File: config.mk
export PLATFORM = sky130hd
export DESIGN_NAME = rv32i_multicycle_ctrl
export DESIGN_NICKNAME = d
export VERILOG_FILES = /design/src/rtl/rv32i_pkg.sv /design/src/rtl/rv32i_op_class.sv /design/src/rtl/rv32i_multicycle_ctrl.sv
export SDC_FILE = /design/constraint.sdc
export NUM_CORES = 1
export LEC_CHECK = 0
export CAP_MARGIN = 20
export CORE_MARGIN = 3
export CORE_UTILIZATION = 43
export DETAILED_ROUTE_END_ITERATION = 10
export HOLD_SLACK_MARGIN = 0.08
export PLACE_DENSITY = 0.95
export SETUP_SLACK_MARGIN = 0.1
export SKIP_LAST_GASP = 1
export SLEW_MARGIN = 0
export SYNTH_ARGS = -nofsm -noshare
export SYNTH_HDL_FRONTEND = slang
export SYNTH_SLANG_ARGS = --single-unit
File: constraint.sdc
create_clock -name clk -period 2.15 [get_ports clk]
set_clock_uncertainty 0.05 [all_clocks]
set_input_delay 0.3225 -clock clk [delete_from_list [all_inputs] [get_ports clk]]
set_output_delay 0.3225 -clock clk [all_outputs]
set_load 0.05 [all_outputs]
File: src/rtl/rv32i_pkg.sv
// Shared RV32I encodings: opcodes, datapath mux selects, controller states and
// the opcode-class payload produced by the decoder.
package rv32i_pkg;

    localparam int unsigned OPC_W    = 7;
    localparam int unsigned FUNCT3_W = 3;
    localparam int unsigned CNT_W    = 32;

    localparam logic [OPC_W-1:0] OPC_LUI    = 7'b0110111;
    localparam logic [OPC_W-1:0] OPC_AUIPC  = 7'b0010111;
    localparam logic [OPC_W-1:0] OPC_JAL    = 7'b1101111;
    localparam logic [OPC_W-1:0] OPC_JALR   = 7'b1100111;
    localparam logic [OPC_W-1:0] OPC_BRANCH = 7'b1100011;
    localparam logic [OPC_W-1:0] OPC_LOAD   = 7'b0000011;
    localparam logic [OPC_W-1:0] OPC_STORE  = 7'b0100011;
    localparam logic [OPC_W-1:0] OPC_OP_IMM = 7'b0010011;
    localparam logic [OPC_W-1:0] OPC_OP     = 7'b0110011;
    localparam logic [OPC_W-1:0] OPC_FENCE  = 7'b0001111;

    typedef enum logic [2:0] {
        IMM_I = 3'd0,
        IMM_S = 3'd1,
        IMM_B = 3'd2,
        IMM_U = 3'd3,
        IMM_J = 3'd4
    } imm_sel_e;

    typedef enum logic [1:0] {
        PC_PLUS4    = 2'd0,
        PC_PLUS_IMM = 2'd1,
        PC_ALU      = 2'd2
    } pc_sel_e;

    typedef enum logic [1:0] {
        WB_ALU  = 2'd0,
        WB_LOAD = 2'd1,
        WB_PC4  = 2'd2,
        WB_IMM  = 2'd3
    } wb_sel_e;

    typedef enum logic [2:0] {
        S_FETCH  = 3'd0,
        S_DECODE = 3'd1,
        S_EXEC   = 3'd2,
        S_MEM    = 3'd3,
        S_WB     = 3'd4,
        S_TRAP   = 3'd5
    } ctrl_state_e;

    // One-hot opcode class; all zero means the opcode is not supported.
    typedef struct packed {
        logic lui;
        logic auipc;
        logic jal;
        logic jalr;
        logic branch;
        logic load;
        logic store;
        logic op_imm;
        logic op;
        logic fence;
    } op_class_t;

    // Immediate format used by each instruction class.
    function automatic imm_sel_e imm_sel_for(input op_class_t c);
        if (c.store)            return IMM_S;
        if (c.branch)           return IMM_B;
        if (c.lui || c.auipc)   return IMM_U;
        if (c.jal)              return IMM_J;
        return IMM_I;
    endfunction

endpackage

File: src/rtl/rv32i_op_class.sv
// Combinational opcode-to-class decoder with a legal-opcode flag.
module rv32i_op_class
    import rv32i_pkg::*;
(
    input  logic [OPC_W-1:0] opcode,
    output op_class_t        cls_c,
    output logic             legal_c
);

    // Map each supported opcode to exactly one class bit.
    always_comb begin
        cls_c = '0;
        case (opcode)
            OPC_LUI:    cls_c.lui    = 1'b1;
            OPC_AUIPC:  cls_c.auipc  = 1'b1;
            OPC_JAL:    cls_c.jal    = 1'b1;
            OPC_JALR:   cls_c.jalr   = 1'b1;
            OPC_BRANCH: cls_c.branch = 1'b1;
            OPC_LOAD:   cls_c.load   = 1'b1;
            OPC_STORE:  cls_c.store  = 1'b1;
            OPC_OP_IMM: cls_c.op_imm = 1'b1;
            OPC_OP:     cls_c.op     = 1'b1;
            OPC_FENCE:  cls_c.fence  = 1'b1;
            default:    cls_c        = '0;
        endcase
    end

    assign legal_c = |cls_c;

endmodule

File: src/rtl/rv32i_multicycle_ctrl.sv
// Multi-cycle RV32I control FSM: sequences fetch/decode/exec/mem/writeback over
// a shared datapath and a req/ready memory port; traps on unsupported opcodes.
// Optional performance counters are built when CTRL_PERF_CNT_EN is defined.
module rv32i_multicycle_ctrl
    import rv32i_pkg::*;
(
    input  logic                clk,
    input  logic                rst,
    input  logic [OPC_W-1:0]    opcode,
    input  logic [FUNCT3_W-1:0] funct3,
    input  logic                br_taken,
    input  logic                mem_ready,
    output logic                mem_req,
    output logic                mem_we,
    output logic                addr_sel,
    output logic                ir_we,
    output logic                pc_we,
    output logic [1:0]          pc_sel,
    output logic                reg_we,
    output logic [1:0]          wb_sel,
    output logic                alu_a_sel,
    output logic                alu_b_sel,
    output logic [2:0]          imm_sel,
    output logic                illegal
`ifdef CTRL_PERF_CNT_EN
    ,
    output logic [CNT_W-1:0]    cycle_cnt,
    output logic [CNT_W-1:0]    instret_cnt
`endif
);

    ctrl_state_e state_q, state_d;
    op_class_t   cls;
    logic        legal;

    logic        mem_req_c, mem_we_c, addr_sel_c, ir_we_c, pc_we_c, reg_we_c;
    logic        alu_a_sel_c, alu_b_sel_c, illegal_c;
    pc_sel_e     pc_sel_c;
    wb_sel_e     wb_sel_c;
    imm_sel_e    imm_sel_c;

    // Branch condition is resolved by the ALU, so funct3 needs no decode here.
    logic        funct3_unused;
    assign funct3_unused = ^funct3;

    rv32i_op_class u_op_class (
        .opcode  (opcode),
        .cls_c   (cls),
        .legal_c (legal)
    );

    // State register; reset restarts at FETCH and abandons any access.
    always_ff @(posedge clk or posedge rst) begin
        if (rst) begin
            state_q <= S_FETCH;
        end else begin
            state_q <= state_d;
        end
    end

    // Next-state and strobe/select decode from state and the latched opcode.
    always_comb begin
        state_d     = state_q;
        mem_req_c   = 1'b0;
        mem_we_c    = 1'b0;
        addr_sel_c  = 1'b0;
        ir_we_c     = 1'b0;
        pc_we_c     = 1'b0;
        pc_sel_c    = PC_PLUS4;
        reg_we_c    = 1'b0;
        wb_sel_c    = WB_ALU;
        alu_a_sel_c = 1'b0;
        alu_b_sel_c = 1'b0;
        imm_sel_c   = IMM_I;
        illegal_c   = 1'b0;

        // IR is only valid after FETCH, so class-driven selects start at DECODE.
        if (state_q inside {S_DECODE, S_EXEC, S_MEM, S_WB}) begin
            imm_sel_c   = imm_sel_for(cls);
            alu_a_sel_c = cls.auipc;
            alu_b_sel_c = ~(cls.op | cls.branch);
        end

        case (state_q)
            S_FETCH: begin
                mem_req_c = 1'b1;
                if (mem_ready) begin
                    ir_we_c = 1'b1;
                    state_d = S_DECODE;
                end
            end
            S_DECODE: begin
                state_d = legal ? S_EXEC : S_TRAP;
            end
            S_EXEC: begin
                if (cls.branch) begin
                    pc_we_c  = 1'b1;
                    pc_sel_c = br_taken ? PC_PLUS_IMM : PC_PLUS4;
                    state_d  = S_FETCH;
                end else if (cls.fence) begin
                    pc_we_c  = 1'b1;
                    state_d  = S_FETCH;
                end else if (cls.load || cls.store) begin
                    state_d  = S_MEM;
                end else begin
                    state_d  = S_WB;
                end
            end
            S_MEM: begin
                mem_req_c  = 1'b1;
                addr_sel_c = 1'b1;
                mem_we_c   = cls.store;
                if (mem_ready) begin
                    if (cls.store) begin
                        pc_we_c = 1'b1;
                        state_d = S_FETCH;
                    end else begin
                        state_d = S_WB;
                    end
                end
            end
            S_WB: begin
                reg_we_c = 1'b1;
                pc_we_c  = 1'b1;
                state_d  = S_FETCH;
                if (cls.jal) begin
                    wb_sel_c = WB_PC4;
                    pc_sel_c = PC_PLUS_IMM;
                end else if (cls.jalr) begin
                    wb_sel_c = WB_PC4;
                    pc_sel_c = PC_ALU;
                end else if (cls.lui) begin
                    wb_sel_c = WB_IMM;
                end else if (cls.load) begin
                    wb_sel_c = WB_LOAD;
                end
            end
            S_TRAP: begin
                illegal_c = 1'b1;
            end
            default: begin
                state_d = S_FETCH;
            end
        endcase
    end

    // Hold every output low while reset is asserted.
    assign mem_req   = mem_req_c   & ~rst;
    assign mem_we    = mem_we_c    & ~rst;
    assign addr_sel  = addr_sel_c  & ~rst;
    assign ir_we     = ir_we_c     & ~rst;
    assign pc_we     = pc_we_c     & ~rst;
    assign reg_we    = reg_we_c    & ~rst;
    assign alu_a_sel = alu_a_sel_c & ~rst;
    assign alu_b_sel = alu_b_sel_c & ~rst;
    assign illegal   = illegal_c   & ~rst;
    assign pc_sel    = rst ? 2'(PC_PLUS4) : 2'(pc_sel_c);
    assign wb_sel    = rst ? 2'(WB_ALU)   : 2'(wb_sel_c);
    assign imm_sel   = rst ? 3'(IMM_I)    : 3'(imm_sel_c);

`ifdef CTRL_PERF_CNT_EN
    logic [CNT_W-1:0] cycle_cnt_q, cycle_cnt_d;
    logic [CNT_W-1:0] instret_cnt_q, instret_cnt_d;

    // Cycles count outside TRAP; retirements count on each PC update.
    always_comb begin
        cycle_cnt_d   = cycle_cnt_q + ((state_q != S_TRAP) ? CNT_W'(1) : CNT_W'(0));
        instret_cnt_d = instret_cnt_q + (pc_we_c ? CNT_W'(1) : CNT_W'(0));
    end

    // Counter registers, wrapping naturally at 2^32.
    always_ff @(posedge clk or posedge rst) begin
        if (rst) begin
            cycle_cnt_q   <= '0;
            instret_cnt_q <= '0;
        end else begin
            cycle_cnt_q   <= cycle_cnt_d;
            instret_cnt_q <= instret_cnt_d;
        end
    end

    assign cycle_cnt   = cycle_cnt_q;
    assign instret_cnt = instret_cnt_q;
`endif

endmodule

==> metrics, run 1 <==
run status=stopped before the end; Halt Stage=clock tree synthesis; tool error=[ERROR DPL-0038] Utilization greater than 100%, impossible to legalize; Starting Density=a little under half; Setup Fix Bufs, Post-CTS=3; Mapped Cells=92; post-CTS sizing=41; placed cells=149; I/O Buffers=26; CTS Hold Buffers Added=0; Synth area leaders=dfrtp_1, nand2_1, a21oi_1; H-tree lvl count=1; register area share after synthesis=roughly an eighth; Synthesis Warnings=0; largest area contributor in the netlist=dfrtp_1; Die Width=around 44 um; Placement Setup Slack=-180 ps; Post-synth EDFFs=0; Unique masters post-synth=43; Synth Area per Inst=6.79 sq um; Cell Area, Synth=624 sq um; Synth top cells by count=nand2_1, inv_1, nor2_1; chip height=between 40 and 50 um; IO Pins=30; Clock Tree Root=clkbuf_4; CTS Sinks=3; top-count cell post-synth=nand2_1; commonest register cell after synthesis=dfrtp_1; Cell Rows=13; Yosys reg bits=3; Yosys top cell area share=about an eighth; Bufs on Longest Clock Path=2; gp weighted congestion=0.932; Syn Nets=106; Synth async-reset ratio=100%; HPWL after DPL=2.40 mm; Num CTS Buffers=3
per-stage QoR:
stage	utilization (%)	area, sq um	hold slack (ps)
floorplan	-	658	47.9
global placement	90.7	1210	586
detailed placement	90.7	1210	591
cell families after synthesis:
| logic type | share of synthesized area [%] |
|---|---|
| simple gates | 44.1 |
| compound gates | 29.3 |
| buf+inv | 10.0 |
| flops | 12.0 |
| xor+xnor | 2.81 |
| mux | 1.80 |
==> inputs of run 2 (changes only) <==
Settings changed: CORE_AREA set to 3 3 64 66, CORE_MARGIN 3 to unset, CORE_UTILIZATION 43 to unset, DIE_AREA set to 0 0 67 69, HOLD_SLACK_MARGIN 0.08 to unset, PLACE_DENSITY 0.95 to unset, PLACE_DENSITY_LB_ADDON set to 0.15, SETUP_SLACK_MARGIN 0.1 to unset.
==> run 2 against run 1 <==
Against the previous run: the flow now finishes without violations; synthesized cell count unchanged; synthesized area unchanged.
==> metrics, run 2 <==
Post-DRT Antenna Nets=0; register area share after synthesis=between 10% and 20%; Placement Setup Slack=-134 ps; Synth Area per Inst=6.79 sq um; fmax=489 MHz; Final Max Slew Viols=0; RSZ-0062 raised after global routing=false; max_slew headroom=75.7%; Unique masters post-synth=43; Storage cell area=75.1 sq um; largest area contributor in the netlist=dfrtp_1; Synth top cells by count=nand2_1, inv_1, nor2_1; worst skew pair latency=220 ps; H-tree lvl count=1; post-DR vias/cell=4.64; run status=finished, final reports clean; VDD IR max=about 0.2 mV; Cell Rows=22; wire per inst=13.5 um; worst path arrival time=1670 ps; Yosys top cell area share=12.0%; top-count cell post-synth=nand2_1; pin count of the biggest net entering global routing=11; Worst-Margin Slew=approximately 360 ps; Mapped Cells=92; Syn Nets=106; Int Power=466 uW; IO Pins=30; Setup TNS=0 ps; Setup violations, final=0; Post-synth EDFFs=0; setup slack after layout=around 110 ps; commonest non-fill, non-tap cells in the layout=buf_4, buf_12, nand2_1, inv_1, nor2_1; initial antenna violation count=0; Starting Density=between 10% and 20%; Clock Tree Root=clkbuf_8; Logic pwr share=69.5%; Yosys reg bits=3; MaxCap Viol Count=0; share of layout cells above drive strength 1=about half; chip height=69 um; Top Registers=state_q: 3 flops; HPWL after DPL=2.12 mm; Most flops, register=state_q; clk slew on worst S/H paths=around 30 ps; first-pass GRT wire length=about 4.4 mm; CTS Hold Buffers Added=0; Synth async-reset ratio=100%; Synth area leaders=dfrtp_1, nand2_1, a21oi_1; Sw Ratio=47.6%; I/O Buffers=26; die area=4620 sq um; CTS Sinks=3; Hold WC Path Type=primary input to async pin; Final nets=159; drt drc=0; area occupied by multi-input gates=576 sq um; Tmin final=a little over 2000 ps; crit end category=primary output; cells on worst reg2reg path=4; Setup CP Type=flop to primary output; Synthesis Warnings=0; fin crit share=95.1%; gr usage total=12.1%; Hold WS=570 ps; Die Width=67 um; Bufs on Longest Clock Path=2; sequential share of power=12.2%; Psw=about 420 uW; gp weighted congestion=0.763; commonest register cell after synthesis=dfrtp_1; final number of hold-violating endpoints=0; max reg flops=3; DRT iter0 DRCs=16; CP max FO=7; most common cell after layout, fill and taps aside=buf_4; CTS tree=built; fillers=397; Core ar.=3630 sq um; PwrDens=about 630 nW/um^2; P_leak=0.616 nW; n_diodes=0; area grow syn2layout=125%; clock power share=18.3%; Cell Area, Synth=624 sq um; Num CTS Buffers=3; Routed WL=around 2.6 mm; vias in the first global route=between 800 and 900; vias=just under 900; grt ovf=0; Pre-antenna DRT Iters=4; Worst Path Required=roughly 1800 ps; Startpoint Class=flop
run 2: cell counts after synthesis:
Identical to the previous run, type by type.
run 2: cells by family after synthesis:
| family | after synthesis | synth area share (%) |
|---|---|---|
| multiplexers | 1 | 1.80 |
| AND/OR/NAND/NOR | 48 | 44.1 |
| flip-flops | 3 | 12.0 |
| buffers and inverters | 13 | 10.0 |
| XOR/XNOR | 2 | 2.81 |
| AO/OA/AOI/OAI | 25 | 29.3 |
run 2: power by group through the flow:
stage / Clock, mW / Sequential (mW) / Combinational (mW)
final: 0.163 / 0.109 / 0.619
after global routing: 0.174 / 0.111 / 0.660
after CTS: 0.166 / 0.107 / 0.603
after detailed placement: 0 / 0.106 / 0.589
after global placement: 0 / 0.105 / 0.585
after floorplan: 0 / 0.0864 / 0.345
run 2: through the flow:
stage	std cells	power (mW)	util [%]	cell area, sq um
6_report	192	0.891	38.7	1410
5_1_grt	192	0.946	38.7	1410
4_1_cts	192	0.875	37.3	1360
3_5_place_dp	188	0.695	35.5	1290
3_3_place_gp	188	0.690	35.5	1290
2_1_floorplan	92	0.431	-	653
run 2: worst paths after layout:
kind / endpoint / slack [ps] / start
worst max-delay path: mem_req / 110 / state_q[0]
worst min-delay path: state_q[1] / 570 / rst
max in group asynchronous: state_q[0] / 1380 / rst
worst max register to register: state_q[2] / 640 / state_q[1]
min in group clk: state_q[0] / 640 / state_q[0]
worst min register to register: state_q[0] / 640 / state_q[0]
run 2: area by class of cell:
class,instances,area share [%]
multi-input combinational,76,40.9
clock buffer,4,3.20
sequential,3,5.34
inverter,8,2.14
tap,48,4.27
timing repair buffer,53,44.1
run 2: routing by layer:
| layer | part of all wire [%] | vias up | GRT usage (%) |
|---|---|---|---|
| li1 | - | 450 | - |
| met1 | 42 | 421 | 15.2 |
| met2 | 54 | 17 | 20.7 |
| met3 | 3.5 | 2 | 1.30 |
| met4 | 0.54 | 0 | 4.05 |
| met5 | 0 | - | 0 |
run 2: critical path, stage by stage (launching register included):
cell	delay, ps
dfrtp_1	460
buf_4	200
inv_1	210
nor2_1	90
nor4_2	320
buf_12	180
run 2: timing repair:
action / 4_1_cts / 5_1_grt
hold endpoints to repair: 0 / 0
cloned: 0 / 0
pin swaps: 2 / 6
setup buffers: 0 / 0
endpoints found under the setup margin: 9 / 10
resized for setup: 9 / 14
Note: power is estimated with default switching activity, not from simulation.
